[src/rtl/fetch_sequencer_if.sv]
// Bus between the fetch sequencer and its neighbours: decode/execute requests
// in, program-counter control out, PC value fed back.
interface fetch_sequencer_if #(
  parameter int addr_w = 16,
  parameter int cyc_w  = 16
);
  logic              start;
  logic              stall;
  logic              br_req;
  logic [addr_w-1:0] br_target;
  logic              halt_req;
  logic [addr_w-1:0] pc_addr;
  logic              pc_hold;
  logic              pc_load;
  logic [addr_w-1:0] pc_target;
  logic              fetch_valid;
  logic              flush;
  logic              done;
  logic [cyc_w-1:0]  cycle_cnt;

  // Requester side: drives control requests and the PC feedback.
  modport master (
    output start, stall, br_req, br_target, halt_req, pc_addr,
    input  pc_hold, pc_load, pc_target, fetch_valid, flush, done, cycle_cnt
  );

  // Sequencer side.
  modport slave (
    input  start, stall, br_req, br_target, halt_req, pc_addr,
    output pc_hold, pc_load, pc_target, fetch_valid, flush, done, cycle_cnt
  );
endinterface

[src/rtl/fetch_sequencer.sv]
// Fetch sequencer: steers the program counter through start-up load, normal
// advance, stall hold, taken-branch redirect with a one-cycle flush bubble,
// and halt. Outputs are a combinational decode of state, the pending-branch
// record and the current inputs so a branch redirects the PC on the same edge.
module fetch_sequencer #(
  parameter int                addr_w     = 16,
  parameter logic [addr_w-1:0] start_addr = '0,
  parameter int                cyc_w      = 16
) (
  input logic              clk,
  input logic              init,
  fetch_sequencer_if.slave bus
);

  typedef enum logic [2:0] {
    S_IDLE,
    S_LOAD,
    S_RUN,
    S_FLUSH,
    S_HALTED
  } state_t;

  state_t            state;
  logic              pend;
  logic [addr_w-1:0] pend_tgt;
  logic [cyc_w-1:0]  cnt;
  logic              latch_br;

  // Run-cycle counter step that sticks at all ones instead of wrapping.
  function automatic logic [cyc_w-1:0] sat_inc(input logic [cyc_w-1:0] v);
    return (&v) ? v : v + 1'b1;
  endfunction

  // Output decode; init overrides everything with the reset values.
  always_comb begin
    bus.pc_hold     = 1'b1;
    bus.pc_load     = 1'b0;
    bus.pc_target   = '0;
    bus.fetch_valid = 1'b0;
    bus.flush       = 1'b0;
    bus.done        = 1'b0;
    bus.cycle_cnt   = init ? '0 : cnt;
    latch_br        = 1'b0;
    if (!init) begin
      case (state)
        S_LOAD: begin
          bus.pc_hold   = 1'b0;
          bus.pc_load   = 1'b1;
          bus.pc_target = start_addr;
        end
        S_RUN: begin
          if (bus.halt_req) begin
            bus.pc_hold = 1'b1;
          end else if (bus.stall) begin
            bus.pc_hold = 1'b1;
            latch_br    = bus.br_req;
          end else if (bus.br_req || pend) begin
            bus.pc_hold   = 1'b0;
            bus.pc_load   = 1'b1;
            bus.flush     = 1'b1;
            bus.pc_target = bus.br_req ? bus.br_target : pend_tgt;
          end else begin
            bus.pc_hold     = 1'b0;
            bus.fetch_valid = 1'b1;
          end
        end
        S_FLUSH: begin
          latch_br = bus.br_req && !bus.halt_req;
        end
        S_HALTED: begin
          bus.done = 1'b1;
        end
        default: begin
          bus.pc_hold = 1'b1;
        end
      endcase
    end
  end

  // Control state: FSM, pending-branch flag and saturating run-cycle counter.
  always_ff @(posedge clk) begin
    if (init) begin
      state <= S_IDLE;
      pend  <= 1'b0;
      cnt   <= '0;
    end else begin
      case (state)
        S_IDLE: begin
          if (bus.start) begin
            state <= S_LOAD;
            cnt   <= '0;
          end
        end
        S_LOAD: begin
          state <= S_RUN;
          cnt   <= sat_inc(cnt);
        end
        S_RUN: begin
          cnt <= sat_inc(cnt);
          if (bus.halt_req) begin
            state <= S_HALTED;
            pend  <= 1'b0;
          end else if (bus.stall) begin
            if (bus.br_req) pend <= 1'b1;
          end else if (bus.br_req || pend) begin
            state <= S_FLUSH;
            pend  <= 1'b0;
          end
        end
        S_FLUSH: begin
          cnt <= sat_inc(cnt);
          if (bus.halt_req) begin
            state <= S_HALTED;
            pend  <= 1'b0;
          end else begin
            state <= S_RUN;
            if (bus.br_req) pend <= 1'b1;
          end
        end
        S_HALTED: begin
          state <= S_HALTED;
        end
        default: begin
          state <= S_IDLE;
          pend  <= 1'b0;
        end
      endcase
    end
  end

  // Pending branch target; a later request while pending overwrites it.
  always_ff @(posedge clk) begin
    if (!init && latch_br) pend_tgt <= bus.br_target;
  end

endmodule

[src/flat_wrapper.sv]
// flat-port wrapper written by rule: the top's interface ports become plain ports
module fetch_sequencer_flat 
#(
  parameter int                addr_w     = 16,
  parameter logic [addr_w-1:0] start_addr = '0,
  parameter int                cyc_w      = 16
)
  (clk, init, bus_start, bus_stall, bus_br_req, bus_br_target, bus_halt_req, bus_pc_addr, bus_pc_hold, bus_pc_load, bus_pc_target, bus_fetch_valid, bus_flush, bus_done, bus_cycle_cnt);
  fetch_sequencer_if #(.addr_w(addr_w), .cyc_w(cyc_w)) bus_i ();
  input logic clk;
  input logic init;
  input wire logic [$bits(bus_i.start)-1:0] bus_start;
  input wire logic [$bits(bus_i.stall)-1:0] bus_stall;
  input wire logic [$bits(bus_i.br_req)-1:0] bus_br_req;
  input wire logic [$bits(bus_i.br_target)-1:0] bus_br_target;
  input wire logic [$bits(bus_i.halt_req)-1:0] bus_halt_req;
  input wire logic [$bits(bus_i.pc_addr)-1:0] bus_pc_addr;
  output wire logic [$bits(bus_i.pc_hold)-1:0] bus_pc_hold;
  output wire logic [$bits(bus_i.pc_load)-1:0] bus_pc_load;
  output wire logic [$bits(bus_i.pc_target)-1:0] bus_pc_target;
  output wire logic [$bits(bus_i.fetch_valid)-1:0] bus_fetch_valid;
  output wire logic [$bits(bus_i.flush)-1:0] bus_flush;
  output wire logic [$bits(bus_i.done)-1:0] bus_done;
  output wire logic [$bits(bus_i.cycle_cnt)-1:0] bus_cycle_cnt;
  assign bus_i.start = bus_start;
  assign bus_i.stall = bus_stall;
  assign bus_i.br_req = bus_br_req;
  assign bus_i.br_target = bus_br_target;
  assign bus_i.halt_req = bus_halt_req;
  assign bus_i.pc_addr = bus_pc_addr;
  assign bus_pc_hold = bus_i.pc_hold;
  assign bus_pc_load = bus_i.pc_load;
  assign bus_pc_target = bus_i.pc_target;
  assign bus_fetch_valid = bus_i.fetch_valid;
  assign bus_flush = bus_i.flush;
  assign bus_done = bus_i.done;
  assign bus_cycle_cnt = bus_i.cycle_cnt;
  fetch_sequencer #(.addr_w(addr_w), .start_addr(start_addr), .cyc_w(cyc_w)) u_core (.clk(clk), .init(init), .bus(bus_i));
endmodule
[config.mk]
export PLATFORM = sky130hd
export DESIGN_NAME = fetch_sequencer_flat
export DESIGN_NICKNAME = d
export VERILOG_FILES = /design/src/rtl/fetch_sequencer_if.sv /design/src/rtl/fetch_sequencer.sv /design/src/flat_wrapper.sv
export SDC_FILE = /design/constraint.sdc
export NUM_CORES = 1
export LEC_CHECK = 0
export ABC_AREA = 0
export CAP_MARGIN = 10
export CORE_MARGIN = 2
export CORE_UTILIZATION = 44
export DETAILED_ROUTE_END_ITERATION = 8
export PLACE_DENSITY = 0.91
export RECOVER_POWER = 25
export SLEW_MARGIN = 25
export SYNTH_ARGS = -nofsm -noshare
export SYNTH_HDL_FRONTEND = slang
export SYNTH_SLANG_ARGS = --single-unit
[constraint.sdc]
create_clock -name clk -period 2.75 [get_ports clk]
set_input_delay 0.55 -clock clk [delete_from_list [all_inputs] [get_ports clk]]
set_output_delay 0.55 -clock clk [all_outputs]
set_load 0.01 [all_outputs]
==> results of run 1 <==
what timing repair did:
action | 4_1_cts | 5_1_grt
gates resized for setup | 28 | 26
hold buffers | 0 | 0
pin swaps | 1 | 2
endpoints found under the setup margin | 19 | 18
setup buffers | 0 | 1
stage by stage:
stage	setup slack, ns	util, %	area [sq um]	hold WS [ns]
floorplan	0.345	-	1950	0.455
global placement	-0.405	60.9	2630	0.482
detailed placement	-0.394	60.9	2630	0.490
CTS	0.00388	63.2	2730	0.503
global route	0.00577	62.0	2680	0.533
finish	0.0810	62.0	2680	0.507
power by group:
| part | internal (mW) | switching (mW) |
|---|---|---|
| clock network | 0.268 | 0.199 |
| registers | 0.565 | 0.00654 |
| logic | 0.0733 | 0.0921 |
| total | 0.906 | 0.297 |
worst max-delay path, stage by stage:
cell             delay [ns]
clkdlybuf4s50_1        0.43
nor4b_2                0.27
nand2_1                0.11
or2_4                  0.28
buf_12                 0.15
nor2_1                 0.09
clkdlybuf4s15_1        0.23
sequential cells by signal, summed over array words and instances (netlist names):
signal and flops:
u_core.cnt 16, u_core.pend_tgt 16, u_core.state 3, u_core.pend 1
cell usage in the layout, fill, tap and decap left out, types with 2 or more instances in the layout:
cell and instances:
nor2_1 33, clkdlybuf4s50_1 22, dfxtp_1 20, nor2b_1 18, mux2i_1 17, nand2_1 16
dlygate4sd3_1 16, edfxtp_1 16, o21ai_0 11, clkbuf_2 11, nor3_1 9, nand3_1 8
buf_4 7, a21o_1 6, nand4_1 6, a31oi_1 6, o31ai_1 6, a21oi_1 5
clkbuf_8 5, inv_1 4, dlygate4sd2_1 4, clkbuf_1 4, clkdlybuf4s15_1 3, nor4b_2 2
a311oi_1 2, and2_1 2, nor4_1 2, buf_2 2
synth_stat cells (all sizes together) (5+ instances only):
| master | number | area [sq um] |
|---|---|---|
| o21ai | 13 | 76.3 |
| dfxtp | 20 | 400 |
| o31ai | 6 | 45.0 |
| a21o | 6 | 45.0 |
| inv | 5 | 18.8 |
| nor2b | 18 | 113 |
| nand3 | 8 | 40.0 |
| buf | 6 | 35.0 |
| a31oi | 6 | 37.5 |
| edfxtp | 16 | 480 |
| nand4 | 6 | 37.5 |
| nor2 | 33 | 124 |
| mux2i | 17 | 170 |
| nand2 | 17 | 66.3 |
| a21oi | 5 | 25.0 |
| nor3 | 9 | 45.0 |
| clkbuf | 6 | 22.5 |
cell families after synthesis:
logic type               share of synthesized area, %
buffers and inverters                            3.92
flip-flops                                       45.2
AND/OR/NAND/NOR                                  27.1
multiplexers                                     8.73
adder cells (fa/ha/maj)                         0.642
AO/OA/AOI/OAI                                    14.4
worst max path at each step:
stage,startpoint,to,depth (start not counted)
CTS,bus_halt_req,bus_pc_target[12],7
global placement,bus_stall,bus_pc_target[9],7
finish,bus_halt_req,bus_pc_target[2],7
detailed placement,bus_stall,bus_pc_target[10],7
global route,bus_halt_req,bus_pc_target[4],7
floorplan,bus_br_req,u_core.pend_tgt[0],4
metal layers:
layer	wire, microns	part of all wire (%)
met1	2110	45
met2	2110	45
met3	428	9.1
met4	80	1.7
met5	0	0
layout make-up:
cell class              instances  area, sq um  share of cell area [%]
flip-flops and latches         36          881                    32.9
clock buffers                   5         68.8                    2.57
multi-input cells             165         1010                    37.5
well taps                      52         65.1                    2.43
clock inverters                 3         42.5                    1.59
repair buffers                 70          598                    22.3
inverters                       5         18.8                   0.700
==> impl_metrics.yaml, run 1 <==
run_status:
  status: "complete, no violations"
placement:
  place_congestion: 0.809
  dp_cells: 327
  port_buffers: 58
  dpl.hpwl_microns: 3360
cts:
  clkTransAtPathRegs_ns: 0.07
  cts-htree-levels: 2
  cts_buffer_depth: 2
  cts_made_buffers: 5
  cts_tree: "yes"
  insertion_delay_ns: 0.30
  cts-root-buf: "clkbuf_8"
  cts_sinks: 36
routing:
  drt_iter0_drc: 108
  totalWireLength_microns: 4730
  drc: 0
  route.vias.total: 1830
  dr.pass1.iters: 4
  viasPerCell: 5.45
  ant_nets: 0
  wl_per_cell_microns: 14.1
critical_path:
  critical_path_class: "input pin to output pin"
  worstRegToRegCells: 6
  endpoint_kind: "output pin"
  reg2reg_from: "u_core.cnt[0]"
  worstReg2RegEnd: "u_core.cnt[10]"
  critPathMaxFanout: 16
  start_kind: "input pin"
  crit_arrival_ns: 2.12
  critPathRequiredTime_ns: 2.20
  r2r_slack_ns: 0.47
hold_path:
  min_from: "u_core.cnt[14]"
  hold_path_class: "flop to flop"
  min_to: "u_core.cnt[14]"
  min_path_cells: 1
global_route:
  grt_pass1_wl_microns: 7760
  grt_busiest_layer: "met2"
  grt_util_all_layers_pct: 19.4
  met1_usage_pct: 25.6
  grt-ovfl-total: 0
  grt_max_degree: 26
  grt_pass1_vias: 1649
  grt.met3_usage_pct: 5.98
  antenna_found_initial: 0
  grtUsageMet2_pct: 30.6
pwr:
  powerDensity_nw_per_um2: 449
  power_mw: 1.20
  p_leak_nw: 1.03
  ir_drop_mv: 0.403
timing:
  skew_ns: 0.00780
  hold_viol: 0
  clock.fmax_mhz: 375
  finalSetupViolCount: 0
  relSlewSlack_pct: 45.8
  period_needed_ns: 2.67
  tightest_slew_ns: 0.813
  fin_crit_sh_pct: 97.1
  rsz0062_at_grt: "no"
  tns_ns: 0
  drv_slew: 0
cells_and_area:
  nFillCells: 390
  drive_gt1_share_pct: 13.0
  diodes: 0
  area_growth_syn_to_layout_pct: 37.6
  stdcell_count: 336
  nNetsFinal: 322
logic_synthesis:
  avgSynthCellArea_sq_um: 8.94
  syn_nets: 257
  async_reset_ff_share_pct: 0
  netlist_instances: 218
  netlist_area_sq_um: 1950
  synth-edff-count: 16
  synthFlopType: "dfxtp_1"
  ys_types: 40
  synth-seq-area-share_pct: 45.2
  synth-seq-cells: 36
  synth_warnings: 0
die:
  coreArea_sq_um: 4320
  die_area_sq_um: 4980
  start_util_pct: 45.1
  num_rows: 24
  fp.dieW_microns: 70.5
  die_h_microns: 70.5
  ios: 75
flow_run:
  cap_viol_max_count: 0
(Power assumes the default switching activity.)
==> inputs of run 2 (changes only) <==
--- a/config.mk
+++ b/config.mk
@@ -7,7 +7,7 @@
 export LEC_CHECK = 0
 export ABC_AREA = 0
 export CAP_MARGIN = 10
-export CORE_MARGIN = 2
+export CORE_MARGIN = 1
 export CORE_UTILIZATION = 44
 export DETAILED_ROUTE_END_ITERATION = 8
 export PLACE_DENSITY = 0.91
==> impl_metrics.yaml, run 2 (synthesis gave the netlist of run 1 again) <==
timing:
  finalSetupViolCount: 0
  drv_slew: 0
  period_needed_ns: 2.63
  skew_ns: 0.00242
  hold_viol: 0
  rsz0062_at_grt: "no"
  fin_crit_sh_pct: 95.8
  clock.fmax_mhz: 380
  relSlewSlack_pct: 44.9
  tightest_slew_ns: 0.827
routing:
  ant_nets: 0
  totalWireLength_microns: 4570
  route.vias.total: 1806
  drt_iter0_drc: 126
  viasPerCell: 5.41
  drc: 0
  wl_per_cell_microns: 13.7
  dr.pass1.iters: 4
global_route:
  grt_max_degree: 26
  antenna_found_initial: 0
  grt_pass1_wl_microns: 7130
  grt-ovfl-total: 0
  grt_pass1_vias: 1640
  grt_util_all_layers_pct: 20.2
critical_path:
  worstRegToRegCells: 6
  critPathMaxFanout: 25
  worstReg2RegEnd: "u_core.cnt[10]"
  start_kind: "input pin"
  critPathRequiredTime_ns: 2.20
  crit_path_frequent_cell: "clkdlybuf4s50_1"
  r2r_slack_ns: 0.46
  reg2reg_from: "u_core.cnt[0]"
  critical_path_class: "input pin to output pin"
  path_cells: "clkdlybuf4s50_1, buf_4, nor2b_1, clkdlybuf4s50_1"
  crit_arrival_ns: 2.08
  crit_family: "buffers and inverters"
  slowest_delay_ns: 0.58
  critPathBufInv: 3
  endpoint_kind: "output pin"
  critPathSlowestCell: "clkdlybuf4s50_1"
cts:
  cts_hold_buf: 0
  cts-htree-levels: 2
  cts_buffer_depth: 2
  cts_sinks: 36
  cts-root-buf: "clkbuf_8"
  cts_made_buffers: 5
  cts_tree: "yes"
  insertion_delay_ns: 0.28
  clkTransAtPathRegs_ns: 0.07
pwr:
  ir_drop_mv: 0.458
  powerDensity_nw_per_um2: 446
  p_leak_nw: 1.08
placement:
  port_buffers: 58
  place_congestion: 0.861
  placed_area_sq_um: 2630
  dpl.hpwl_microns: 3310
cells_and_area:
  drive_gt1_share_pct: 14.1
  area_growth_syn_to_layout_pct: 38.2
  diodes: 0
  nFillCells: 360
  top_regs: "u_core.cnt x16, u_core.pend_tgt x16, u_core.state x3"
  final_cell_area_sq_um: 2690
  layout_common_cells: "nor2_1, dfxtp_1, clkdlybuf4s50_1, nor2b_1"
  final_common_cell: "nor2_1"
  nNetsFinal: 322
  final_util_pct: 65.4
hold_path:
  min_path_cells: 1
  min_from: "u_core.cnt[14]"
  min_to: "u_core.cnt[14]"
  hold_path_class: "flop to flop"
die:
  ios: 75
  fp.dieW_microns: 68.5
  coreArea_sq_um: 4120
  die_h_microns: 68.5
  num_rows: 23
  die_area_sq_um: 4700
  start_util_pct: 47.3
flow_run:
  cap_viol_max_count: 0
run_status:
  status: "complete, no violations"
-- run 2: power by group --
| part | switching [mW] | internal [mW] | total (mW) |
|---|---|---|---|
| Clock | 0.193 | 0.268 | 0.461 |
| Combinational | 0.0915 | 0.0752 | 0.167 |
| Sequential | 0.00745 | 0.565 | 0.572 |
| Total | 0.292 | 0.908 | 1.20 |
-- run 2: timing repair --
action,in CTS,in global routing
setup endpoints to repair,19,17
gates resized for setup,30,27
buffers inserted,0,1
pin swaps,1,2
endpoints found under the hold margin,0,0
-- run 2: how the worst max path moves through the flow --
| stage | from | endpoint | slack, ns | cells past startpoint |
|---|---|---|---|---|
| final | init | bus_cycle_cnt[12] | 0.12 | 4 |
| after global routing | init | bus_pc_target[13] | 0.04 | 7 |
| after CTS | bus_halt_req | bus_pc_target[14] | 0.0003 | 7 |
| after detailed placement | bus_halt_req | bus_pc_target[7] | -0.39 | 7 |
| after global placement | bus_halt_req | bus_pc_target[7] | -0.36 | 7 |
| after floorplan | bus_br_req | u_core.pend_tgt[0] | 0.34 | 4 |
-- run 2: stage by stage --
stage | worst slack (ns) | setup TNS (ns) | instances | total power [mW] | hold WS [ns]
final | 0.117 | 0 | 334 | 1.20 | 0.520
after global routing | 0.0439 | 0 | 334 | 1.25 | 0.548
after floorplan | 0.345 | 0 | 218 | 0.683 | 0.455
after global placement | -0.355 | -6.08 | 325 | 0.751 | 0.483
after CTS | 0.000272 | 0 | 333 | 1.21 | 0.509
after detailed placement | -0.388 | -6.19 | 325 | 0.756 | 0.495
-- run 2: layout make-up --
class                      count  area, sq um  share of cell area, %
clock buffer                   5         68.8                   2.56
clock inverter                 3         42.5                   1.58
inverter                       5         18.8                  0.697
multi-input combinational    165         1010                   37.5
sequential                    36          881                   32.7
tap                           50         62.6                   2.32
timing repair buffer          70          611                   22.7
-- run 2: per-layer routing --
metal	up-vias	track usage, %	part of all wire (%)
met5	-	0	0
met4	0	4.95	0.79
met3	5	5.76	8.8
met2	59	37.4	48
met1	824	22.6	42
li1	918	-	-
==> inputs of run 3 (changes only) <==
--- a/config.mk
+++ b/config.mk
@@ -9,7 +9,9 @@
 export CAP_MARGIN = 10
 export CORE_MARGIN = 1
 export CORE_UTILIZATION = 44
+export CTS_CLUSTER_DIAMETER = 200
 export DETAILED_ROUTE_END_ITERATION = 8
+export HOLD_SLACK_MARGIN = 0.08
 export PLACE_DENSITY = 0.91
 export RECOVER_POWER = 25
 export SLEW_MARGIN = 25
==> results of run 3 <==
No change in the layout: final DEF, timing and power equal those of run 2.
